[config.mk]
export PLATFORM = sky130hd
export DESIGN_NAME = lsu_ctrl
export DESIGN_NICKNAME = d
export VERILOG_FILES = /design/src/rtl/lsu_pkg.sv /design/src/rtl/lsu_align.sv /design/src/rtl/lsu_ctrl.sv
export SDC_FILE = /design/constraint.sdc
export NUM_CORES = 1
export LEC_CHECK = 0
export CORE_AREA = 3 3 124 126
export DETAILED_ROUTE_END_ITERATION = 16
export DIE_AREA = 0 0 127 129
export PLACE_DENSITY = 0.95
export SLEW_MARGIN = 10
export SYNTH_ARGS = -nofsm -noshare
export SYNTH_HDL_FRONTEND = slang
export SYNTH_SLANG_ARGS = --single-unit
[constraint.sdc]
create_clock -name clk -period 3.2 [get_ports clk]
set_input_delay 0.48 -clock clk [delete_from_list [all_inputs] [get_ports clk]]
set_output_delay 0.48 -clock clk [all_outputs]
set_load 0.005 [all_outputs]
[src/rtl/lsu_pkg.sv]
// Shared types and constants for the load/store controller.
package lsu_pkg;

  localparam logic [2:0] F3_LB  = 3'b000;
  localparam logic [2:0] F3_LH  = 3'b001;
  localparam logic [2:0] F3_LW  = 3'b010;
  localparam logic [2:0] F3_LBU = 3'b100;
  localparam logic [2:0] F3_LHU = 3'b101;

  localparam logic [1:0] ERR_OK    = 2'd0;
  localparam logic [1:0] ERR_ALIGN = 2'd1;
  localparam logic [1:0] ERR_BUS   = 2'd2;

  typedef enum logic [1:0] {S_IDLE, S_REQ, S_WAIT, S_RESP} state_e;

  // Fields kept for the life of one transaction.
  typedef struct packed {
    logic       store;
    logic [2:0] funct3;
    logic [1:0] off;
    logic [4:0] rd;
  } lsu_op_t;

endpackage

[src/rtl/lsu_align.sv]
// Byte-lane steering, load extraction and legality checks for one access.
module lsu_align
  import lsu_pkg::*;
(
  input  logic        is_store,
  input  logic [2:0]  funct3,
  input  logic [1:0]  off,
  input  logic [31:0] wdata,
  input  logic [31:0] rdata,
  output logic [3:0]  be,
  output logic [31:0] wdata_st,
  output logic [31:0] rdata_ext,
  output logic        err
);

  logic       illegal, misalign;
  logic [7:0] lane_b;
  logic [15:0] lane_h;

  always_comb begin
    illegal  = is_store ? (funct3[2] || funct3[1:0] == 2'b11)
                        : (funct3 == 3'b011 || funct3[2:1] == 2'b11);
    misalign = (funct3[1:0] == 2'b01 && off[0]) ||
               (funct3[1:0] == 2'b10 && off != 2'b00);
    err      = illegal || misalign;
  end

  always_comb begin
    be       = 4'b1111;
    wdata_st = wdata;
    case (funct3[1:0])
      2'b00: begin
        be       = 4'b0001 << off;
        wdata_st = {4{wdata[7:0]}};
      end
      2'b01: begin
        be       = off[1] ? 4'b1100 : 4'b0011;
        wdata_st = {2{wdata[15:0]}};
      end
      default: ;
    endcase
  end

  always_comb begin
    lane_b = rdata[7:0];
    case (off)
      2'd1:    lane_b = rdata[15:8];
      2'd2:    lane_b = rdata[23:16];
      2'd3:    lane_b = rdata[31:24];
      default: ;
    endcase
    lane_h = off[1] ? rdata[31:16] : rdata[15:0];
    case (funct3)
      F3_LB:   rdata_ext = {{24{lane_b[7]}}, lane_b};
      F3_LH:   rdata_ext = {{16{lane_h[15]}}, lane_h};
      F3_LW:   rdata_ext = rdata;
      F3_LBU:  rdata_ext = {24'd0, lane_b};
      F3_LHU:  rdata_ext = {16'd0, lane_h};
      default: rdata_ext = '0;
    endcase
  end

endmodule

[src/rtl/lsu_ctrl.sv]
// Single-outstanding load/store sequencer: EA calc, memory handshake, response.
module lsu_ctrl
  import lsu_pkg::*;
#(
  parameter int TIMEOUT = 16
) (
  input  logic        clk,
  input  logic        rst_n,
  input  logic        req_valid,
  output logic        req_ready,
  input  logic        req_store,
  input  logic [2:0]  req_funct3,
  input  logic [31:0] req_base,
  input  logic [11:0] req_imm,
  input  logic [31:0] req_wdata,
  input  logic [4:0]  req_rd,
  output logic        mem_req,
  output logic        mem_we,
  output logic [31:0] mem_addr,
  output logic [3:0]  mem_be,
  output logic [31:0] mem_wdata,
  input  logic        mem_gnt,
  input  logic        mem_rvalid,
  input  logic [31:0] mem_rdata,
  output logic        resp_valid,
  output logic [4:0]  resp_rd,
  output logic [31:0] resp_data,
  output logic [1:0]  resp_err
);

  localparam int CW = (TIMEOUT > 1) ? $clog2(TIMEOUT) : 1;

  state_e        state_q, state_d;
  lsu_op_t       op_q, op_d;
  logic [CW-1:0] cnt_q, cnt_d;

  logic        req_ready_q, req_ready_d;
  logic        mem_req_q, mem_req_d;
  logic        mem_we_q, mem_we_d;
  logic [31:0] mem_addr_q, mem_addr_d;
  logic [3:0]  mem_be_q, mem_be_d;
  logic [31:0] mem_wdata_q, mem_wdata_d;
  logic        resp_valid_q, resp_valid_d;
  logic [4:0]  resp_rd_q, resp_rd_d;
  logic [31:0] resp_data_q, resp_data_d;
  logic [1:0]  resp_err_q, resp_err_d;

  logic [31:0] ea;
  logic        a_store, a_err;
  logic [2:0]  a_f3;
  logic [1:0]  a_off;
  logic [3:0]  a_be;
  logic [31:0] a_wdata_st, a_rdata_ext;
  logic        timed_out;

  assign ea = req_base + {{20{req_imm[11]}}, req_imm};

  // In IDLE the aligner checks the incoming op; afterwards it serves the latched one.
  assign a_store = (state_q == S_IDLE) ? req_store  : op_q.store;
  assign a_f3    = (state_q == S_IDLE) ? req_funct3 : op_q.funct3;
  assign a_off   = (state_q == S_IDLE) ? ea[1:0]    : op_q.off;

  assign timed_out = (cnt_q == CW'(TIMEOUT - 1));

  lsu_align u_align (
    .is_store  (a_store),
    .funct3    (a_f3),
    .off       (a_off),
    .wdata     (req_wdata),
    .rdata     (mem_rdata),
    .be        (a_be),
    .wdata_st  (a_wdata_st),
    .rdata_ext (a_rdata_ext),
    .err       (a_err)
  );

  always_ff @(posedge clk or negedge rst_n) begin
    if (!rst_n) begin
      state_q      <= S_IDLE;
      op_q         <= '0;
      cnt_q        <= '0;
      req_ready_q  <= 1'b1;
      mem_req_q    <= 1'b0;
      mem_we_q     <= 1'b0;
      mem_addr_q   <= '0;
      mem_be_q     <= '0;
      mem_wdata_q  <= '0;
      resp_valid_q <= 1'b0;
      resp_rd_q    <= '0;
      resp_data_q  <= '0;
      resp_err_q   <= '0;
    end else begin
      state_q      <= state_d;
      op_q         <= op_d;
      cnt_q        <= cnt_d;
      req_ready_q  <= req_ready_d;
      mem_req_q    <= mem_req_d;
      mem_we_q     <= mem_we_d;
      mem_addr_q   <= mem_addr_d;
      mem_be_q     <= mem_be_d;
      mem_wdata_q  <= mem_wdata_d;
      resp_valid_q <= resp_valid_d;
      resp_rd_q    <= resp_rd_d;
      resp_data_q  <= resp_data_d;
      resp_err_q   <= resp_err_d;
    end
  end

  always_comb begin
    state_d = state_q;
    case (state_q)
      S_IDLE:  if (req_valid) state_d = a_err ? S_RESP : S_REQ;
      S_REQ:   if (mem_gnt) state_d = op_q.store ? S_RESP : S_WAIT;
      S_WAIT:  if (mem_rvalid || timed_out) state_d = S_RESP;
      default: state_d = S_IDLE;
    endcase
  end

  // Outputs are registered, so they are computed from the state being entered.
  always_comb begin
    op_d         = op_q;
    cnt_d        = cnt_q;
    req_ready_d  = (state_d == S_IDLE);
    mem_req_d    = (state_d == S_REQ);
    mem_we_d     = mem_we_q;
    mem_addr_d   = mem_addr_q;
    mem_be_d     = mem_be_q;
    mem_wdata_d  = mem_wdata_q;
    resp_valid_d = (state_d == S_RESP);
    resp_rd_d    = '0;
    resp_data_d  = '0;
    resp_err_d   = ERR_OK;
    case (state_q)
      S_IDLE: if (req_valid) begin
        op_d        = '{store: req_store, funct3: req_funct3, off: ea[1:0], rd: req_rd};
        mem_we_d    = req_store;
        mem_addr_d  = {ea[31:2], 2'b00};
        mem_be_d    = a_be;
        mem_wdata_d = req_store ? a_wdata_st : '0;
        if (a_err) resp_err_d = ERR_ALIGN;
      end
      S_REQ: if (mem_gnt) cnt_d = '0;
      S_WAIT: begin
        cnt_d = cnt_q + CW'(1);
        if (mem_rvalid) begin
          resp_rd_d   = op_q.rd;
          resp_data_d = a_rdata_ext;
        end else if (timed_out) begin
          resp_err_d = ERR_BUS;
        end
      end
      default: ;
    endcase
  end

  assign req_ready  = req_ready_q;
  assign mem_req    = mem_req_q;
  assign mem_we     = mem_we_q;
  assign mem_addr   = mem_addr_q;
  assign mem_be     = mem_be_q;
  assign mem_wdata  = mem_wdata_q;
  assign resp_valid = resp_valid_q;
  assign resp_rd    = resp_rd_q;
  assign resp_data  = resp_data_q;
  assign resp_err   = resp_err_q;

endmodule

Yosys cells after proc, flatten, opt, wreduce, memory -nomap -nowiden
Index checks and enable logic that the tools add are counted.
- bits in registers: 125
- word-level logic and storage cells: 79
- input port bits: 122
- output and inout port bits: 111
- add/sub/neg operators: 2
- shifts and indexed selects: 1
- muxes and demuxes: 28
- equality and inequality tests: 18
- reduce and logical (&&, ||, !) cells: 15
- operator list (cell ; number):
    one-hot mux 32 bit (5 select lines) ; 1
    2-to-1 mux 32 bit ; 3
    one-hot mux 32 bit (2 select lines) ; 1
    adder 32 bit ; 1
    one-hot mux 8 bit (3 select lines) ; 1
    2-to-1 mux 16 bit ; 1
    one-hot mux 4 bit (2 select lines) ; 2
    equality test 2 bit, second input constant ; 7
    2-to-1 mux 2 bit ; 7
    2-to-1 mux 5 bit ; 2
    equality test 2 x 1 -> 1 bit, second input constant ; 4
    2-to-1 mux 4 bit ; 2
    equality test 3 x 2 -> 1 bit, second input constant ; 2
    equality test 3 bit, second input constant ; 2
    zero test 2 bit ; 3
    one-hot mux 2 bit (3 select lines) ; 1
    logical OR 1 bit ; 5
    2-to-1 mux 1 bit ; 5
    adder 4 x 1 -> 4 bit, second input constant ; 1
    equality test 4 bit, second input constant ; 1
    one-hot mux 2 bit (2 select lines) ; 1
    AND reduction 2 bit ; 2
    nonzero test 2 bit ; 2
    left shift 1 x 2 -> 4 bit, first input constant ; 1
    other kinds (5) ; 6

Depth between registers and ports, before layout
Gate-level depths: netlist (run 1).
- word-level depth: 10
- gate-level depth with buffers: 10
- depth with buffers taken out: 10

By module
Synthesis (run 1) repeated with hierarchy kept, for this count alone.
- cell total of the unflattened synthesis: 883
- area, all modules: 7683.6 µm²
- by module, submodules not included (module ; sequential area each (µm²) ; cells an instance ; area each (µm²) ; instances):
    lsu_ctrl ; 3129.3 ; 688 ; 6382.4 ; 1
    lsu_align ; 0.0 ; 195 ; 1301.2 ; 1

Worst setup path before layout (run 1)
No wires, ideal clock.
- path kind: input to register
- from: in req_base[0]
- to: reg mem_addr_q[24], in the netlist mem_addr[24]
- library setup time: 0.084 ns
- arrival: 2.650 ns
- stages on the path: 10
- setup slack: 0.466 ns
- required time: 3.116 ns
- buffers on the path: 0
- cells stage by stage: ha_1 > inv_1 > fa_1 > and2b_1 > o2111ai_2 > a21oi_2 > nor3_1 > o31a_1 > or4_1 > a41oi_2
- word-level cells in the longest chain between the ends: 1
- RTL lines (element ; RTL line ; source):
    from (decl) ; lsu_ctrl.sv:13 ; input logic [31:0] req_base,
    adder 32 bit ; lsu_ctrl.sv:56 ; assign ea = req_base + {{20{req_imm[11]}}, req_imm};
    to (signal assigned) ; lsu_ctrl.sv:99 ; mem_addr_q <= mem_addr_d;
    to (decl) ; lsu_ctrl.sv:40 ; logic [31:0] mem_addr_q, mem_addr_d;
No other way between the ends.
A chain may end at the register's enable or synchronous reset.

Worst setup path after layout (run 1)
Ends and elaborated chain as after synthesis.

==> results.cfg, run 1 <==
[status]
status = completed

[die]
design.die.area_um2 = 16380
pin_count = 233
start_util_pct = 49.14
die_h_um = 129
core.rowCount = 44
core_um2 = 14420
die_w_um = 127

[power]
ir_worst_vdd_v = 0.0004530
netSwitchingFraction_pct = 37.91
p_per_area_nw_per_um2 = 808.7
p_sw_uw = 3156
pwr-share-comb_pct = 47.3
p_int_uw = 5169
p_leak_uw = 0.004521
p_seq_share_pct = 30.5
p_clk_share_pct = 22.2

[clock_network]
holdBufCountCts = 0
cts.sinks = 125
cts_buffer_depth = 2
clk_latency_ps = 420
cts_tree = built
cts_buffers = 17
h-tree-depth = 4
post_cts_buffers = 0
clkTransAtPathRegs_ps = 60
post_cts_resized = 0
root_buffer = clkbuf_16

[synthesis]
yosys-top-cells-area = dfrtp_1 (44%), nand2_1 (8.7%), ha_1 (5.6%)
async_reset_ff_share_pct = 100.0
yosys_warnings = 0
syn_inst = 817
syn_avg_cell_area_um2 = 8.676
netlist_area_um2 = 7088
synth.largest_area_cell = dfrtp_1
synth-seq-cells = 125
ys_seq_area_share_pct = 44.15
synth.distinct_cells = 67
dominantRegCellSynth = dfrtp_1
yosys.area.top_type_share_pct = 43.78
synth_edf_count = 0

[run]
drv_cap = 0

[timing]
finalSetupTns_ps = 0
rsz0062_at_grt = false
hold_viol = 0
worstMarginPinSlew_ps = 870.7
finClkSkew_ps = 7.988
period_needed_ps = 2980
hold-worst-slack_ps = 45.44
relSlewSlack_pct = 41.74
fin_crit_sh_pct = 93.13
fmax_mhz = 335.6
fin_ws_ps = 219.9
drv_slew = 0
setup_viol = 0

[final_layout]
drive_gt1_share_pct = 8.131
areaGrowthSynthToFinish_pct = 45.22
antenna_cells = 0
nNetsFinal = 1212
utilization_pct = 71.37
postLayoutCellArea_um2 = 10290
fill_cells = 1049

[grt]
grt_max_degree = 86
antenna_found_initial = 0
grt_pass1_wl_mm = 37.11
grt_pass1_vias = 7227
gr-total-overflow = 0
gr-usage-all-layers_pct = 28.24

[place]
placed_cell_area_um2 = 9727
place_ws_ps = -198.6
dp_hpwl_mm = 17.28
gp_congestion = 0.9568
portBuffers = 230

[critical_path]
slowest_stage = or4_1
setup.worst_path.end_class = register
start_kind = input pin
cp.arrival_ps = 3310
cp_max_fo = 4
crit_required_ps = 3530
criticalPathCategory = input pin to register
cp_cell_sequence = clkdlybuf4s50_1, ha_1, inv_1, fa_1, and2b_1, o2111ai_2, a21oi_2, nor3_1, o31a_1, or4_1, a41oi_2
worst_path_largest_cell_delay_ps = 500

[drt]
firstDrtPassIters = 6
wl_per_cell_um = 18.53
drt_wl_total_mm = 23.23
vias_per_cell = 5.933
drc = 0
drtIter0Drc = 627
antenna_left = 0
routed-via-count = 7440

[worst_hold_path]
hold_class = input pin to async pin
==> Yosys cell counts, types with 6 or more instances <==
master    number
nand2_1      165
dfrtp_1      124
a21oi_1       75
o21ai_0       67
nor2_1        61
ha_1          32
clkbuf_1      30
o21ai_1       26
nand3_1       15
xor2_1        15
mux2i_1       13
a21o_1        12
inv_1         12
a31oi_1       10
a221oi_1       9
and3_1         9
mux2_2         9
xnor2_1        9
a22oi_1        8
nor3_1         8
a211oi_1       7
buf_2          7
nand4_1        7
o21a_1         7
o211ai_1       6
==> state kept, by name (all words and copies together) (netlist names) <==
signal	flops
resp_err	2
cnt_q	4
mem_wdata	32
req_ready	1
op_q	10
mem_addr	30
state_q	2
mem_we	1
mem_be	4
mem_req	1
resp_valid	1
resp_data	32
resp_rd	5
==> final cells by class <==
type | instances | area (um^2) | share of cell area [%]
clock inverters | 15 | 141.4 | 1.374
well taps | 184 | 230.2 | 2.237
flip-flops and latches | 125 | 3129 | 30.40
repair buffers | 263 | 2572 | 24.99
inverters | 12 | 45.04 | 0.4376
multi-input cells | 638 | 3750 | 36.43
clock buffers | 17 | 425.4 | 4.133
==> critical path: cells and delay by family <==
family | cells | cell delay, ps
AO/OA/AOI/OAI | 4 | 880
AND/OR/NAND/NOR | 3 | 840
adder cells (fa/ha/maj) | 2 | 570
buffers and inverters | 2 | 540
==> layout by cell type, fill, tap and decap left out, drive strengths merged, types with 10 or more instances in the layout <==
master / Yosys / final
nand2: 165 / 165
nor2: 62 / 62
o21ai: 94 / 94
inv: 12 / 16
clkdlybuf4s50: 0 / 229
ha: 32 / 32
mux2i: 13 / 13
buf: 12 / 34
nand3: 15 / 15
a31oi: 10 / 10
xor2: 15 / 15
clkbuf: 31 / 17
a21oi: 76 / 76
a21o: 12 / 12
dfrtp: 124 / 124
==> through the flow <==
stage,power [uW],cells
after global routing,8856,1254
after CTS,8326,1254
after detailed placement,6411,1222
after floorplan,4470,818
final,8325,1254
after global placement,6250,1222
==> final timing paths <==
kind / startpoint / end / slack [ps] / cells past startpoint
min: rst_n / resp_data[27]$_DFF_PN0_ / 50 / 1
min in group clk: mem_wdata[6]$_DFFE_PN0P_ / mem_wdata[6]$_DFFE_PN0P_ / 470 / 2
max in group asynchronous: rst_n / mem_addr[20]$_DFFE_PN0P_ / 2300 / 2
min reg2reg: mem_wdata[6]$_DFFE_PN0P_ / mem_wdata[6]$_DFFE_PN0P_ / 470 / 2
max reg2reg: state_q[1]$_DFF_PN0_ / resp_data[25]$_DFF_PN0_ / 540 / 7
max: req_base[0] / mem_addr[24]$_DFFE_PN0P_ / 220 / 11
==> layer usage <==
layer / global-route usage (%) / vias up / share of wire (%)
met4: 11.74 / 0 / 3.3
met5: 0 / - / 0
met2: 48.85 / 439 / 50
li1: - / 3395 / -
met1: 34.00 / 3534 / 38
met3: 6.600 / 72 / 8.8
==> power by group through the flow <==
| stage | Sequential [uW] | Clock (uW) | Combinational, uW |
|---|---|---|---|
| finish | 2540 | 1850 | 3940 |
| global route | 2600 | 1950 | 4310 |
| CTS | 2530 | 1880 | 3920 |
| detailed placement | 2540 | 0 | 3870 |
| global placement | 2520 | 0 | 3730 |
| floorplan | 2500 | 0 | 1970 |
==> logic make-up after synthesis <==
| family | synth area share, % |
|---|---|
| buffers and inverters | 3.160 |
| AO/OA/AOI/OAI | 22.86 |
| XOR/XNOR | 2.966 |
| flip-flops | 44.15 |
| adder cells (fa/ha/maj) | 5.931 |
| multiplexers | 3.266 |
| AND/OR/NAND/NOR | 17.62 |
| other | 0.05291 |
No activity file was read; power rests on OpenSTA's default activity.
==> run 2: changes to the inputs <==
--- a/config.mk
+++ b/config.mk
@@ -5,10 +5,10 @@
 export SDC_FILE = /design/constraint.sdc
 export NUM_CORES = 1
 export LEC_CHECK = 0
-export CORE_AREA = 3 3 124 126
+export CORE_AREA = 3 3 158 160
 export DETAILED_ROUTE_END_ITERATION = 16
-export DIE_AREA = 0 0 127 129
-export PLACE_DENSITY = 0.95
+export DIE_AREA = 0 0 161 163
+export PLACE_DENSITY = 0.67
 export SLEW_MARGIN = 10
 export SYNTH_ARGS = -nofsm -noshare
 export SYNTH_HDL_FRONTEND = slang
==> run 2 against run 1 <==
  * Critical path depth is the same
  * Register-to-register slack gained 40 ps
  * Clock power grew 23%
  * Final area grew 3.9%
  * Routed wire length grew 2.4%
  * Largest power group unchanged
  * First-iteration DRC count shrank 11%
  * Via count shrank 5.5%
==> results.cfg, run 2 (synthesis gave the netlist of run 1 again) <==
[clock_network]
post_cts_resized = 0
holdBufCountCts = 1
cts.sinks = 125
cts_tree = built
clk_latency_ps = 420
cts_buffers = 17
cts_buffer_depth = 2
post_cts_buffers = 0
clkTransAtPathRegs_ps = 60
h-tree-depth = 4
root_buffer = clkbuf_16

[power]
p_leak_uw = 0.004651
ir_worst_vdd_v = 0.0003172
p_sw_uw = 3113
netSwitchingFraction_pct = 35.70
p_seq_share_pct = 28.4
pwr-share-comb_pct = 45.6
p_clk_share_pct = 26.0
p_per_area_nw_per_um2 = 815.6
totalPowerFinal_uw = 8721
p_int_uw = 5607

[grt]
gr-usage-all-layers_pct = 17.76
grt_pass1_wl_mm = 37.02
antenna_found_initial = 0
grt_pass1_vias = 6844
gr-total-overflow = 0
grt_max_degree = 45

[final_layout]
nNetsFinal = 1227
layoutNonFillerInstCount = 1404
antenna_cells = 0
final_cell_mix = clkdlybuf4s50_1 (229), nand2_1 (164), dfrtp_1 (124)
drive_gt1_share_pct = 9.217
final_common_cell = clkdlybuf4s50_1
areaGrowthSynthToFinish_pct = 50.86
postLayoutCellArea_um2 = 10690

[place]
dp_cells = 1371
placed_cell_area_um2 = 10000
dp_hpwl_mm = 18.51
gp_congestion = 0.9402
portBuffers = 230

[drt]
drt_wl_total_mm = 23.79
routed-via-count = 7032
firstDrtPassIters = 5
vias_per_cell = 5.009
drc = 0
antenna_left = 0
drtIter0Drc = 556
wl_per_cell_um = 16.94

[timing]
fmax_mhz = 332.7
relSlewSlack_pct = 34.98
period_needed_ps = 3006
hold_viol = 0
drv_slew = 0
worstMarginPinSlew_ps = 969.7
fin_crit_sh_pct = 93.93
rsz0062_at_grt = false
setup_viol = 0
finClkSkew_ps = 10.46

[critical_path]
start_kind = input pin
cp_cell_sequence = clkdlybuf4s50_1, ha_1, inv_1, fa_1, and2b_1, o2111ai_2, a21oi_2, nor3_1, o31a_1, or4_1, a41oi_2
criticalPathCategory = input pin to register
worst_path_largest_cell_delay_ps = 500
cp_max_fo = 5
slowest_stage = or4_1
setup.worst_path.end_class = register
cp.arrival_ps = 3350
crit_required_ps = 3540

[die]
core.rowCount = 56
design.die.area_um2 = 26240
die_h_um = 163
die_w_um = 161
core_um2 = 23540
start_util_pct = 30.11
pin_count = 233

[worst_hold_path]
hold_class = register to register

[run]
drv_cap = 0

[status]
status = completed
run 2: routing by layer:
metal  vias to the layer above  track usage, %  wire length (um)
met5                         -               0                 0
met4                         0           5.397               461
met3                        28           4.832              1566
met2                       270           29.52             11290
met1                      3306           22.66             10470
li1                       3428               -                 -
run 2: final cells by class:
type | count | area (um^2)
clock buffer | 18 | 429.2
multi-input combinational | 638 | 3750
inverter | 12 | 45.04
tap | 319 | 399.1
sequential | 125 | 3129
clock inverter | 14 | 252.7
timing repair buffer | 278 | 2688
fill | 2326 | 12850
run 2: critical path: cells and delay by family:
kind | cells | cell delay [ps]
adders and majority gates | 2 | 590
and+or+nand+nor | 3 | 840
buffers and inverters | 2 | 520
AOI/OAI and AO/OA | 4 | 910
run 2: path summary, 6_finish.rpt:
path | start | endpoint | slack [ps] | cells after the start
max reg2reg | state_q[0]$_DFF_PN0_ | resp_data[2]$_DFF_PN0_ | 580 | 8
min | op_q[0]$_DFFE_PN0P_ | op_q[0]$_DFFE_PN0P_ | 470 | 2
min in group asynchronous | rst_n | mem_wdata[24]$_DFFE_PN0P_ | 510 | 2
max in group asynchronous | rst_n | req_ready$_DFF_PN1_ | 1940 | 3
min reg2reg | op_q[0]$_DFFE_PN0P_ | op_q[0]$_DFFE_PN0P_ | 470 | 2
max | req_base[0] | mem_addr[24]$_DFFE_PN0P_ | 190 | 11
run 2: per-stage QoR:
step / setup TNS, ps / setup slack, ps / utilization, % / hold WS (ps)
3_3_place_gp: -511.3 / -176.0 / 42.48 / 386.0
3_5_place_dp: -746.8 / -251.5 / 42.48 / 391.4
4_1_cts: 0 / 174.7 / 45.42 / 472.1
6_report: 0 / 194.2 / 45.42 / 470.4
2_1_floorplan: 0 / 466.4 / - / 184.4
5_1_grt: 0 / 38.22 / 45.42 / 490.9
run 2: power by group through the flow:
stage	clock (uW)	sequential [uW]	combinational (uW)
3_3_place_gp	0	2500	3960
4_1_cts	2320	2490	4020
2_1_floorplan	0	2500	1970
6_report	2270	2480	3970
3_5_place_dp	0	2510	4010
5_1_grt	2390	2550	4380
